`config.mk`:
```
export PLATFORM = sky130hd
export DESIGN_NAME = instr_feeder_flat
export DESIGN_NICKNAME = d
export VERILOG_FILES = /design/src/rtl/instr_feeder_pkg.sv /design/src/rtl/instr_feeder_if.sv /design/src/rtl/instr_fifo.sv /design/src/rtl/instr_feeder.sv /design/src/flat_wrapper.sv
export SDC_FILE = /design/constraint.sdc
export NUM_CORES = 1
export LEC_CHECK = 0
export ABC_AREA = 1
export CAP_MARGIN = 0
export CORE_ASPECT_RATIO = 1.4
export CORE_UTILIZATION = 45
export CTS_CLUSTER_DIAMETER = 200
export DETAILED_ROUTE_END_ITERATION = 10
export GPL_ROUTABILITY_DRIVEN = 0
export PLACE_DENSITY_LB_ADDON = 0.25
export RECOVER_POWER = 50
export SYNTH_ARGS = -nofsm -noshare
export SYNTH_HDL_FRONTEND = slang
export SYNTH_HIERARCHICAL = 1
export SYNTH_SLANG_ARGS = --single-unit
```
`constraint.sdc`:
```
create_clock -name clk -period 3.2 [get_ports clk]
set_input_delay 0.64 -clock clk [delete_from_list [all_inputs] [get_ports clk]]
set_output_delay 0.64 -clock clk [all_outputs]
set_load 0.005 [all_outputs]
```
`src/rtl/instr_feeder_pkg.sv`:
```
// rtl/instr_feeder_pkg.sv - shared widths, FSM state type and padding helper for the instruction feeder
package instr_feeder_pkg;

    localparam int REG_WIDTH        = 16;
    localparam int INSTRUCTION_SIZE = 11;
    localparam int PAD_WIDTH        = REG_WIDTH - INSTRUCTION_SIZE;

    typedef enum logic [1:0] {
        IDLE  = 2'd0,
        ISSUE = 2'd1,
        GAP   = 2'd2
    } feeder_state_t;

    // Zero-extend an instruction word to the core's register width
    function automatic logic [REG_WIDTH-1:0] pad_instr(input logic [INSTRUCTION_SIZE-1:0] word);
        return {{PAD_WIDTH{1'b0}}, word};
    endfunction

endpackage

```
`src/rtl/instr_feeder_if.sv`:
```
// rtl/instr_feeder_if.sv - host write and core issue handshake bundle
interface instr_feeder_if;
    import instr_feeder_pkg::*;

    logic [INSTRUCTION_SIZE-1:0] wr_data;
    logic                        wr_valid;
    logic                        wr_ready;
    logic [REG_WIDTH-1:0]        instr_out;
    logic                        instr_valid;
    logic                        done;

    // Host and core side: offers words, receives issued instructions
    modport master (
        output wr_data, wr_valid, done,
        input  wr_ready, instr_out, instr_valid
    );

    // Feeder side
    modport slave (
        input  wr_data, wr_valid, done,
        output wr_ready, instr_out, instr_valid
    );
endinterface

```
`src/rtl/instr_fifo.sv`:
```
// rtl/instr_fifo.sv - power-of-two instruction queue with flush and guarded push/pop
module instr_fifo
    import instr_feeder_pkg::*;
#(
    parameter int unsigned DEPTH = 8
) (
    input  logic                          clk,
    input  logic                          reset,
    input  logic                          flush,
    input  logic                          push,
    input  logic [INSTRUCTION_SIZE-1:0]   push_data,
    input  logic                          pop,
    output logic [INSTRUCTION_SIZE-1:0]   pop_data,
    output logic [$clog2(DEPTH+1)-1:0]    count,
    output logic                          full,
    output logic                          empty
);
    localparam int AW = $clog2(DEPTH);
    localparam int CW = $clog2(DEPTH + 1);
    localparam logic [CW-1:0] FULL_CNT = CW'(DEPTH);

    logic [INSTRUCTION_SIZE-1:0] mem [DEPTH];
    logic [AW-1:0]               wr_ptr;
    logic [AW-1:0]               rd_ptr;
    logic                        push_ok;
    logic                        pop_ok;

    assign full     = (count == FULL_CNT);
    assign empty    = (count == '0);
    assign pop_data = mem[rd_ptr];
    // A write racing a flush is dropped; pops never underflow
    assign push_ok  = push && !full && !flush;
    assign pop_ok   = pop && !empty && !flush;

    // Storage array; pointers wrap naturally since DEPTH is a power of two
    always_ff @(posedge clk) begin
        if (push_ok) begin
            mem[wr_ptr] <= push_data;
        end
    end

    // Pointer and occupancy bookkeeping
    always_ff @(posedge clk or negedge reset) begin
        if (!reset) begin
            wr_ptr <= '0;
            rd_ptr <= '0;
            count  <= '0;
        end else if (flush) begin
            wr_ptr <= '0;
            rd_ptr <= '0;
            count  <= '0;
        end else begin
            if (push_ok) wr_ptr <= wr_ptr + AW'(1);
            if (pop_ok)  rd_ptr <= rd_ptr + AW'(1);
            case ({push_ok, pop_ok})
                2'b10:   count <= count + CW'(1);
                2'b01:   count <= count - CW'(1);
                default: count <= count;
            endcase
        end
    end
endmodule

```
`src/rtl/instr_feeder.sv`:
```
// rtl/instr_feeder.sv - queues host instructions and issues them one at a time to the core
module instr_feeder
    import instr_feeder_pkg::*;
#(
    parameter int unsigned DEPTH   = 8,
    parameter int unsigned TIMEOUT = 255
) (
    input  logic                        clk,
    input  logic                        reset,
    input  logic                        flush,
    input  logic                        run,
    output logic [$clog2(DEPTH+1)-1:0]  count,
    output logic                        busy,
    output logic                        hang_err,
    instr_feeder_if.slave               bus
);
    localparam int WW = $clog2(TIMEOUT + 1);
    localparam logic [WW-1:0] WAIT_LAST = WW'(TIMEOUT - 1);

    feeder_state_t               state, state_next;
    logic [INSTRUCTION_SIZE-1:0] instr_reg, instr_next;
    logic [WW-1:0]               wait_cnt, wait_next;
    logic                        hang_set;
    logic                        pop;
    logic [INSTRUCTION_SIZE-1:0] pop_data;
    logic                        full;
    logic                        empty;

    instr_fifo #(.DEPTH(DEPTH)) u_fifo (
        .clk       (clk),
        .reset     (reset),
        .flush     (flush),
        .push      (bus.wr_valid),
        .push_data (bus.wr_data),
        .pop       (pop),
        .pop_data  (pop_data),
        .count     (count),
        .full      (full),
        .empty     (empty)
    );

    assign bus.wr_ready    = !full;
    assign bus.instr_valid = (state == ISSUE);
    assign bus.instr_out   = (state == ISSUE) ? pad_instr(instr_reg) : '0;
    assign busy            = (state != IDLE);

    // State, held instruction, wait counter and sticky hang flag
    always_ff @(posedge clk or negedge reset) begin
        if (!reset) begin
            state     <= IDLE;
            instr_reg <= '0;
            wait_cnt  <= '0;
            hang_err  <= 1'b0;
        end else begin
            state     <= state_next;
            instr_reg <= instr_next;
            wait_cnt  <= wait_next;
            if (hang_set) hang_err <= 1'b1;
        end
    end

    // Next-state: pop into ISSUE from IDLE or GAP, leave ISSUE on done or timeout
    always_comb begin
        state_next = state;
        instr_next = instr_reg;
        wait_next  = wait_cnt;
        hang_set   = 1'b0;
        pop        = 1'b0;
        case (state)
            IDLE, GAP: begin
                if (run && !empty && !flush) begin
                    pop        = 1'b1;
                    state_next = ISSUE;
                    instr_next = pop_data;
                    wait_next  = '0;
                end else begin
                    state_next = IDLE;
                end
            end
            ISSUE: begin
                // run and flush are deliberately ignored: an issued word always completes or times out
                if (bus.done) begin
                    state_next = GAP;
                    wait_next  = '0;
                end else if (wait_cnt == WAIT_LAST) begin
                    state_next = IDLE;
                    wait_next  = '0;
                    hang_set   = 1'b1;
                end else begin
                    wait_next  = wait_cnt + WW'(1);
                end
            end
            default: begin
                state_next = IDLE;
            end
        endcase
    end
endmodule

```
`src/flat_wrapper.sv`:
```
// flat-port wrapper written by rule: the top's interface ports become plain ports
module instr_feeder_flat import instr_feeder_pkg::*;
#(
    parameter int unsigned DEPTH   = 8,
    parameter int unsigned TIMEOUT = 255
)
  (clk, reset, flush, run, count, busy, hang_err, bus_wr_data, bus_wr_valid, bus_done, bus_wr_ready, bus_instr_out, bus_instr_valid);
  instr_feeder_if bus_i ();
  input  logic clk;
  input  logic reset;
  input  logic flush;
  input  logic run;
  output logic [$clog2(DEPTH+1)-1:0] count;
  output logic busy;
  output logic hang_err;
  input wire logic [$bits(bus_i.wr_data)-1:0] bus_wr_data;
  input wire logic [$bits(bus_i.wr_valid)-1:0] bus_wr_valid;
  input wire logic [$bits(bus_i.done)-1:0] bus_done;
  output wire logic [$bits(bus_i.wr_ready)-1:0] bus_wr_ready;
  output wire logic [$bits(bus_i.instr_out)-1:0] bus_instr_out;
  output wire logic [$bits(bus_i.instr_valid)-1:0] bus_instr_valid;
  assign bus_i.wr_data = bus_wr_data;
  assign bus_i.wr_valid = bus_wr_valid;
  assign bus_i.done = bus_done;
  assign bus_wr_ready = bus_i.wr_ready;
  assign bus_instr_out = bus_i.instr_out;
  assign bus_instr_valid = bus_i.instr_valid;
  instr_feeder #(.DEPTH(DEPTH), .TIMEOUT(TIMEOUT)) u_core (.clk(clk), .reset(reset), .flush(flush), .run(run), .count(count), .busy(busy), .hang_err(hang_err), .bus(bus_i));
endmodule
```
## Yosys cells after proc, flatten, opt, wreduce, memory -nomap -nowiden

Memory sizes are Yosys's and may differ from the RTL's. A register that Yosys moved wholly into a read port is not among the register bits.
Cells that the tools add are included.

- Memories kept: 1
- Bits of input ports: 17
- Register bits after elaboration: 21
- Output and inout port bits: 24
- Logic and storage cells: 62
- Bits in writable memories: 88

- $add $sub $neg: 5
- Equality and inequality tests: 8
- Reduce and logical (&&, ||, !) cells: 20
- Muxes and demuxes: 22

Memories:

| memory | depth | bits a word | rd ports | clocked after memory_dff | write ports | RTL line | RTL |
|---|---|---|---|---|---|---|---|
| u_core.u_fifo.mem | 8 | 11 | 1 | 1 | 1 | instr_fifo.sv:22 | `logic [INSTRUCTION_SIZE-1:0] mem [DEPTH];` |

Operators by type and width:

| cell | number |
|---|---|
| $mux 8 | 3 |
| $pmux 8 s2 | 1 |
| $mux 3 | 4 |
| $mux 11 | 1 |
| $add 8x1->8 const B | 1 |
| $eq 8x8->1 const B | 1 |
| $mux 1 | 8 |
| $pmux 4 s2 | 1 |
| $reduce_bool 2->1 | 4 |
| $add 3x1->3 const B | 2 |
| $logic_and 1x1->1 | 6 |
| $add 4x1->4 const B | 1 |
| $eq 2x1->1 const B | 2 |
| $eq 2x2->1 const B | 2 |
| $eq 4x4->1 const B | 1 |
| $logic_not 1->1 | 4 |
| $logic_not 4->1 | 1 |
| $mux 2 | 2 |
| $mux 4 | 1 |
| $pmux 2 s2 | 1 |
| $reduce_and 2->1 | 2 |
| $sub 4x1->4 const B | 1 |
| $ne 3x2->1 const B | 1 |
| $reduce_bool 3->1 | 1 |
| other kinds (3) | 3 |

## Depth between registers and ports, before layout

Gate-level depths: netlist (run 1).

- Word-level depth: 11
- Gate-level depth with buffers: 19

## Cells and area by module

The synthesis (run 1) kept the hierarchy.

Modules (own cells, without submodules):

| module | times used | area each (µm²) | cells each |
|---|---|---|---|
| instr_fifo | 1 | 4107.7 | 318 |
| instr_feeder | 1 | 1222.4 | 150 |

## Worst setup path before layout (run 1)

No wires, ideal clock.

- Kind: register to register
- Start point: reg u_core.u_fifo.count[0]
- End point: reg u_core.u_fifo.count[3]
- Buffers on the path: 1
- Required time: 3.084 ns
- Data arrival time: 2.226 ns
- Slack: 0.858 ns
- Clock period less this slack: 2.342 ns
- Stages on the path, launching flop included: 19
- Library setup time: 0.116 ns
- Cells stage by stage: dfrtp_1 -> nor2_4 -> nand2_2 -> inv_1 -> nor2_1 -> nand2_2 -> inv_2 -> buf_4 -> nand3_2 -> nor2_2 -> ha_1 -> nand3_1 -> nand3_1 -> nand2_1 -> nand2_1 -> nand2_1 -> nand2_1 -> nand2_1 -> nand2_1

- Cells in the longest elaborated chain, start to end: 11
- Elaborated cells between the ends (all ways): 19
- Those cells by class: add/sub: 2; eq/ne: 3; mux: 4; reduce/logical: 10

Ends and longest elaborated chain:

| what | RTL line | RTL |
|---|---|---|
| start: declaration | instr_fifo.sv:14 | `output logic [$clog2(DEPTH+1)-1:0] count,` |
| start signal: assignment | instr_fifo.sv:56 | `2'b10: count <= count + CW'(1);` |
| start signal: assignment | instr_fifo.sv:57 | `2'b01: count <= count - CW'(1);` |
| start signal: assignment | instr_fifo.sv:58 | `default: count <= count;` |
| $logic_not 4->1 (*) | instr_fifo.sv:29 | `assign empty = (count == '0);` |
| net u_core.empty | instr_feeder.sv:27 | `logic empty;` |
| $logic_not 1->1 (*) | instr_feeder.sv:71 | `if (run && !empty && !flush) begin` |
| $logic_and 1x1->1 (*) (2 in series) | instr_feeder.sv:71 |  |
| $mux 1 (*) | instr_feeder.sv:71 |  |
| $mux 1 (*) | instr_feeder.sv:69 | `case (state)` |
| net u_core.pop | instr_feeder.sv:24 | `logic pop;` |
| $logic_and 1x1->1 (*) (2 in series) | instr_fifo.sv:33 | `assign pop_ok = pop && !empty && !flush;` |
| $eq 2x1->1 or $eq 2x2->1 (tied branches) | instr_fifo.sv:55 | `case ({push_ok, pop_ok})` |
| $pmux 4 s2 | instr_fifo.sv:55 |  |
| $mux 4 | instr_fifo.sv:48 | `end else if (flush) begin` |

Mark *: on every way through the listed nets, which the timed path passes. The rest lies on a longest branch.
A chain may end at the register's enable or synchronous reset.

## Final worst setup path (run 1)

- Start point: in flush
- End point: reg u_core.u_fifo.count[3]

- Cells in the longest elaborated chain, start to end: 9
- Elaborated cells between the ends (all ways): 12
- Those cells by class: eq/ne: 2; mux: 4; reduce/logical: 6

Ends and longest elaborated chain:

| what | RTL line | RTL |
|---|---|---|
| start: declaration | flat_wrapper.sv:11 | `input logic flush;` |
| $logic_not 1->1 | instr_fifo.sv:32, instr_fifo.sv:33, instr_feeder.sv:71 |  |
| $logic_and 1x1->1 | instr_feeder.sv:71 |  |
| $mux 1 | instr_feeder.sv:71 |  |
| $mux 1 | instr_feeder.sv:69 |  |
| $logic_and 1x1->1 (2 in series) | instr_fifo.sv:33 |  |
| $eq 2x1->1 or $eq 2x2->1 (tied branches) | instr_fifo.sv:55 |  |
| $pmux 4 s2 | instr_fifo.sv:55 |  |
| $mux 4 | instr_fifo.sv:48 |  |

Parallel ways exist; a longest one is shown, timed or not.

==> results.sh, run 1 <==
export IMPL_synth_most_common_cell="edfxtp_1"
export IMPL_pwr_share_clk_pct=42.0
export IMPL_cts_root_buf="clkbuf_16"
export IMPL_slew_headroom_pct=52.7
export IMPL_cp_slowest_stage_delay_ns=0.57
export IMPL_grt_pass1_wl_um=17000
export IMPL_setup_viol=0
export IMPL_p_comb_share_pct=14.5
export IMPL_synth_area_leaders="edfxtp_1, dfrtp_1, nand2_1"
export IMPL_route_detailed_drc=0
export IMPL_drive_gt1_share_pct=13.6
export IMPL_crit_path_start_kind="primary input"
export IMPL_grt_overflow=0
export IMPL_cts_buffers=17
export IMPL_netSwitchingFraction_pct=24.8
export IMPL_n_antenna_cell=0
export IMPL_p_int_mw=3.25
export IMPL_portBuffers=35
export IMPL_via_count=3492
export IMPL_p_per_area_nw_per_um2=680
export IMPL_switchingPower_mw=1.07
export IMPL_postCtsSetupBuffers=0
export IMPL_drt_iter0_drc=190
export IMPL_clockBufferDepth=2
export IMPL_post_route_period_util_pct=78.9
export IMPL_tns_ns=0
export IMPL_crit_type="in -> reg"
export IMPL_synth_common_cells="edfxtp_1, nand2_1, nor2_1, inv_1, dfrtp_1"
export IMPL_synth_edf_count=88
export IMPL_cp_cell_sequence="dlygate4sd3_1, nor2_1, nand2_1, inv_2, nand3_2, nor2_2, ha_1, nand3_1, nand4_1, nand2_1, inv_1, nand2_1, nand2_1, nand2_1, nand2_1"
export IMPL_cts_tree="yes"
export IMPL_io_pins=41
export IMPL_worst_ep_arrival_time_ns=2.82
export IMPL_final_hold_viol_count=0
export IMPL_fmax_mhz=396
export IMPL_end_kind="register"
export IMPL_peakVddDrop_uv=391
export IMPL_die_width_um=94.0
export IMPL_timing_final_ws_setup_ns=0.675
export IMPL_largest_register_ff_count=88
export IMPL_fp_dieArea_um2=12300
export IMPL_start_util_pct=46.5
export IMPL_antenna_found_initial=0
export IMPL_drv_cap=0
export IMPL_clkSlewWorstSetupHoldPaths_ns=0.05
export IMPL_clock_latency_ns=0.41
export IMPL_cts_resized=0
export IMPL_track_usage_pct=19.2
export IMPL_yosys_warnings=6
export IMPL_grt_max_degree=47
export IMPL_min_period_ns=2.52
export IMPL_first_pass_iters=4
export IMPL_postSynthAreaPerCell_um2=11.4
export IMPL_yosys_area_top_type="edfxtp_1"
export IMPL_path_max_fanout=6
export IMPL_die_y_um=131
export IMPL_fin_skew_ns=0.00750
export IMPL_vias_per_cell=5.18
export IMPL_synthDistinctLibCells=35
export IMPL_syn2layout_area_growth_pct=19.2
export IMPL_tightest_slew_ns=0.709
export IMPL_nets=542
export IMPL_status="finished, final reports clean"
export IMPL_netlist_area_um2=5330
export IMPL_dp_worst_setup_slack_ns=0.389
export IMPL_antenna_left=0
export IMPL_ys_async_sr_fraction_pct=26.7
export IMPL_htree_levels=4
export IMPL_maxSlewViolCount=0
export IMPL_ctsHoldBuffers=0
export IMPL_hpwl_um=6760
export IMPL_core_um2=11500
export IMPL_routedWlPerCell_um=15.8
export IMPL_row_count=46
export IMPL_ys_flop_type="edfxtp_1"
export IMPL_cp_common_cell="nand2_1"
export IMPL_seq_power_share_pct=43.5
export IMPL_grt_pass1_vias=3362
export IMPL_ys_seq_area_share_pct=64.6
export IMPL_hp_class="reg -> reg"
export IMPL_slowest_stage="dlygate4sd3_1"
export IMPL_rsz0062_at_grt="false"
export IMPL_ys_seq_elements=120
export IMPL_routed_wl_um=10700
export IMPL_synth_top_area_share_pct=49.6
export IMPL_cp_required_ns=3.50
export IMPL_leakage_nw=2.45
export IMPL_syn_inst=468
export IMPL_clock_sinks=120
[cells by family (layout without fill, tap and decap cells)]
kind of cell	count (synthesis)	after routing	synth area share, %
simple gates	181	181	15.8
other cells	1	5	0.0704
flops	120	120	64.6
compound gates	73	73	7.79
fa+ha+maj	7	7	1.78
buf+inv	63	121	5.66
mux	22	22	4.13
xor+xnor	1	1	0.164
[through the flow]
step / area [µm²] / total power, mW / hold WS [ns] / utilization, % / cells
5_1_grt: 6360 / 4.52 / 0.519 / 55.5 / 674
4_1_cts: 6400 / 4.40 / 0.495 / 55.9 / 674
6_report: 6360 / 4.32 / 0.485 / 55.5 / 674
2_1_floorplan: 5350 / 2.34 / 0.344 / - / 472
3_3_place_gp: 5840 / 2.55 / 0.452 / 51.0 / 643
3_5_place_dp: 5840 / 2.57 / 0.484 / 51.0 / 643
[cells in the final DEF (no fill, tap or decap), types with 2 or more instances in the layout]
master	n
nand2_1	91
edfxtp_1	88
nor2_1	50
inv_1	33
dfrtp_1	31
mux2i_1	22
o22ai_1	22
clkdlybuf4s50_1	21
o21ai_0	21
o21ai_1	19
clkbuf_16	17
dlygate4sd3_1	14
nand2_2	12
buf_4	12
nand3_1	10
inv_2	7
nor2_2	6
ha_1	6
clkinv_1	5
nand4_1	5
a21oi_1	5
conb_1	5
clkbuf_1	4
bufinv_16	3
nor2_4	3
clkinv_2	2
clkinvlp_4	2
a21oi_2	2
[metal layers]
layer | part of all wire (%) | global-route usage, % | vias up | wire length [µm]
met4 | 1.9 | 8.24 | 0 | 207
met5 | 0 | 0 | - | 0
met2 | 56 | 35.3 | 98 | 5960
met3 | 4.1 | 5.09 | 23 | 439
met1 | 38 | 20.7 | 1676 | 4060
li1 | - | - | 1695 | -
[final cells by class]
cell class / instances / area [µm²]
clock buffers: 19 / 433
clock inverters: 12 / 134
fillers: 963 / 5100
inverters: 41 / 156
multi-input cells: 289 / 1560
flip-flops and latches: 120 / 3440
well taps: 144 / 180
repair buffers: 49 / 448
[power by group through the flow]
| stage | registers, mW | clock network (mW) | logic [mW] |
|---|---|---|---|
| global placement | 1.91 | 0 | 0.646 |
| finish | 1.88 | 1.81 | 0.627 |
| detailed placement | 1.91 | 0 | 0.660 |
| floorplan | 1.88 | 0 | 0.453 |
| global route | 1.90 | 1.92 | 0.707 |
| CTS | 1.89 | 1.85 | 0.667 |
[worst max-delay path: cells and delay by family]
| kind | cells | cell delay [ns] |
|---|---|---|
| AND/OR/NAND/NOR | 11 | 1.16 |
| buffers and inverters | 3 | 0.72 |
| adder cells (fa/ha/maj) | 1 | 0.30 |
[path summary, 6_finish.rpt]
path | slack, ns | start | endpoint | depth (start not counted)
max | 0.68 | flush | u_core/u_fifo/count[3]$_DFFE_PN0P_ | 15
min | 0.48 | u_core/hang_err$_DFFE_PN0P_ | u_core/hang_err$_DFFE_PN0P_ | 1
min reg2reg | 0.48 | u_core/hang_err$_DFFE_PN0P_ | u_core/hang_err$_DFFE_PN0P_ | 1
max reg2reg | 0.72 | u_core/u_fifo/count[1]$_DFFE_PN0P_ | u_core/u_fifo/count[3]$_DFFE_PN0P_ | 17
min in group asynchronous | 0.71 | reset | u_core/u_fifo/wr_ptr[1]$_DFFE_PN0P_ | 1
max in group asynchronous | 1.02 | reset | u_core/instr_reg[1]$_DFFE_PN0P_ | 3
(Power assumes the default switching activity.)
==> inputs of run 2 (changes only) <==
==> constraint.sdc (replaced) <==
create_clock -name clk -period 2.5 [get_ports clk]
set_input_delay 0.5 -clock clk [delete_from_list [all_inputs] [get_ports clk]]
set_output_delay 0.5 -clock clk [all_outputs]
set_load 0.005 [all_outputs]
==> results.sh, run 2 (synthesis gave the netlist of run 1 again) <==
export IMPL_status="finished, final reports clean"
export IMPL_r2r_start="u_core/u_fifo/count[1]$_DFFE_PN0P_"
export IMPL_cts_buffers=17
export IMPL_clkSlewWorstSetupHoldPaths_ns=0.05
export IMPL_drive_gt1_share_pct=16.3
export IMPL_tns_ns=0
export IMPL_critPathLaunch="u_core/state[1]$_DFFE_PN0P_"
export IMPL_start_util_pct=46.5
export IMPL_track_usage_pct=18.7
export IMPL_fin_skew_ns=0.00621
export IMPL_cp_required_ns=2.00
export IMPL_setup_viol=0
export IMPL_crit_type="reg -> out"
export IMPL_cts_root_buf="clkbuf_16"
export IMPL_hpwl_um=6630
export IMPL_path_max_fanout=17
export IMPL_cts_resized=0
export IMPL_first_pass_iters=5
export IMPL_hp_class="reg -> reg"
export IMPL_finalPower_mw=5.78
export IMPL_die_width_um=94.0
export IMPL_portBuffers=35
export IMPL_drt_iter0_drc=171
export IMPL_leakage_nw=2.51
export IMPL_multi_input_area_um2=1590
export IMPL_postCtsSetupBuffers=0
export IMPL_clock_sinks=120
export IMPL_rsz0062_at_grt="false"
export IMPL_clockBufferDepth=2
export IMPL_core_um2=11500
export IMPL_routedWlPerCell_um=15.3
export IMPL_crit_path_start_kind="register"
export IMPL_cts_tree="yes"
export IMPL_nets=546
export IMPL_post_route_period_util_pct=89.7
export IMPL_tightest_slew_ns=0.816
export IMPL_p_per_area_nw_per_um2=892
export IMPL_final_hold_viol_count=0
export IMPL_n_antenna_cell=0
export IMPL_htree_levels=4
export IMPL_io_pins=41
export IMPL_via_count=3503
export IMPL_slew_headroom_pct=45.6
export IMPL_grt_max_degree=47
export IMPL_vias_per_cell=5.16
export IMPL_peakVddDrop_uv=423
export IMPL_maxSlewViolCount=0
export IMPL_antenna_left=0
export IMPL_grt_pass1_vias=3389
export IMPL_largest_register_ff_count=88
export IMPL_syn2layout_area_growth_pct=21.6
export IMPL_ctsHoldBuffers=0
export IMPL_end_kind="output port"
export IMPL_routed_wl_um=10400
export IMPL_min_period_ns=2.24
export IMPL_seqCellArea_um2=3440
export IMPL_worst_ep_arrival_time_ns=1.74
export IMPL_hold_path_startpoint="u_core/hang_err$_DFFE_PN0P_"
export IMPL_clock_latency_ns=0.41
export IMPL_fp_dieArea_um2=12300
export IMPL_grt_pass1_wl_um=16600
export IMPL_grt_overflow=0
export IMPL_antenna_found_initial=0
export IMPL_die_y_um=131
export IMPL_row_count=46
export IMPL_drv_cap=0
export IMPL_fill_cells=989
export IMPL_route_detailed_drc=0
export IMPL_final_cell_mix="nand2_1, edfxtp_1, nor2_1, inv_1, dfrtp_1"
export IMPL_hold_slack_ns=0.472
export IMPL_fmax_mhz=446
==> run 2: final timing paths <==
kind                                                             to  slack (ns)  cells after the start
worst max-delay path                              bus_instr_out[10]        0.26                      4
worst min-delay path                    u_core/hang_err$_DFFE_PN0P_        0.47                      1
worst max register to register   u_core/u_fifo/count[3]$_DFFE_PN0P_        0.31                     17
worst min register to register          u_core/hang_err$_DFFE_PN0P_        0.47                      1
max in group asynchronous       u_core/u_fifo/rd_ptr[0]$_DFFE_PN0P_        1.22                      2
min in group asynchronous        u_core/u_fifo/count[3]$_DFFE_PN0P_        0.72                      2
==> run 2: area by class of cell <==
type                       count  share of cell area, %
multi-input combinational    289                   24.6
tap                          144                   2.78
sequential                   120                   53.2
clock inverter                15                   3.09
timing repair buffer          53                   7.40
clock buffer                  17                   6.56
inverter                      41                   2.41
==> run 2: worst max-delay path, cell delays in order, from the launching register on <==
cell and delay (ns):
dfrtp_1 0.40, nor2_4 0.16, inv_4 0.13, nor2_1 0.14, clkdlybuf4s50_1 0.51
==> run 2: per-stage QoR <==
step	std cells	setup slack, ns	util, %	cell area (µm²)
floorplan	472	0.158	-	5350
global placement	647	0.133	51.2	5870
detailed placement	647	0.0405	51.2	5870
CTS	679	0.224	56.7	6490
global route	679	0.00785	56.6	6480
finish	679	0.257	56.6	6480
==> run 2: per-layer routing <==
metal	part of all wire, %	track usage, %	vias to the layer above
met4	1.2	8.42	0
met5	0	0	-
li1	-	-	1702
met1	41	20.6	1694
met2	53	33.8	94
met3	4.9	4.63	13
==> run 2: where the power goes <==
group          leakage, nW  switching, mW  total, mW  internal (mW)
Sequential            1.21         0.0912       2.39           2.30
Combinational        0.998          0.504      0.847          0.343
Clock                0.299          0.870       2.54           1.67
==> inputs of run 3 (changes only) <==
--- a/config.mk
+++ b/config.mk
@@ -6,7 +6,6 @@
 export NUM_CORES = 1
 export LEC_CHECK = 0
 export ABC_AREA = 1
-export CAP_MARGIN = 0
 export CORE_ASPECT_RATIO = 1.4
 export CORE_UTILIZATION = 45
 export CTS_CLUSTER_DIAMETER = 200
==> results of run 3 <==
The final DEF is identical to that of run 2; final timing and power are the same.
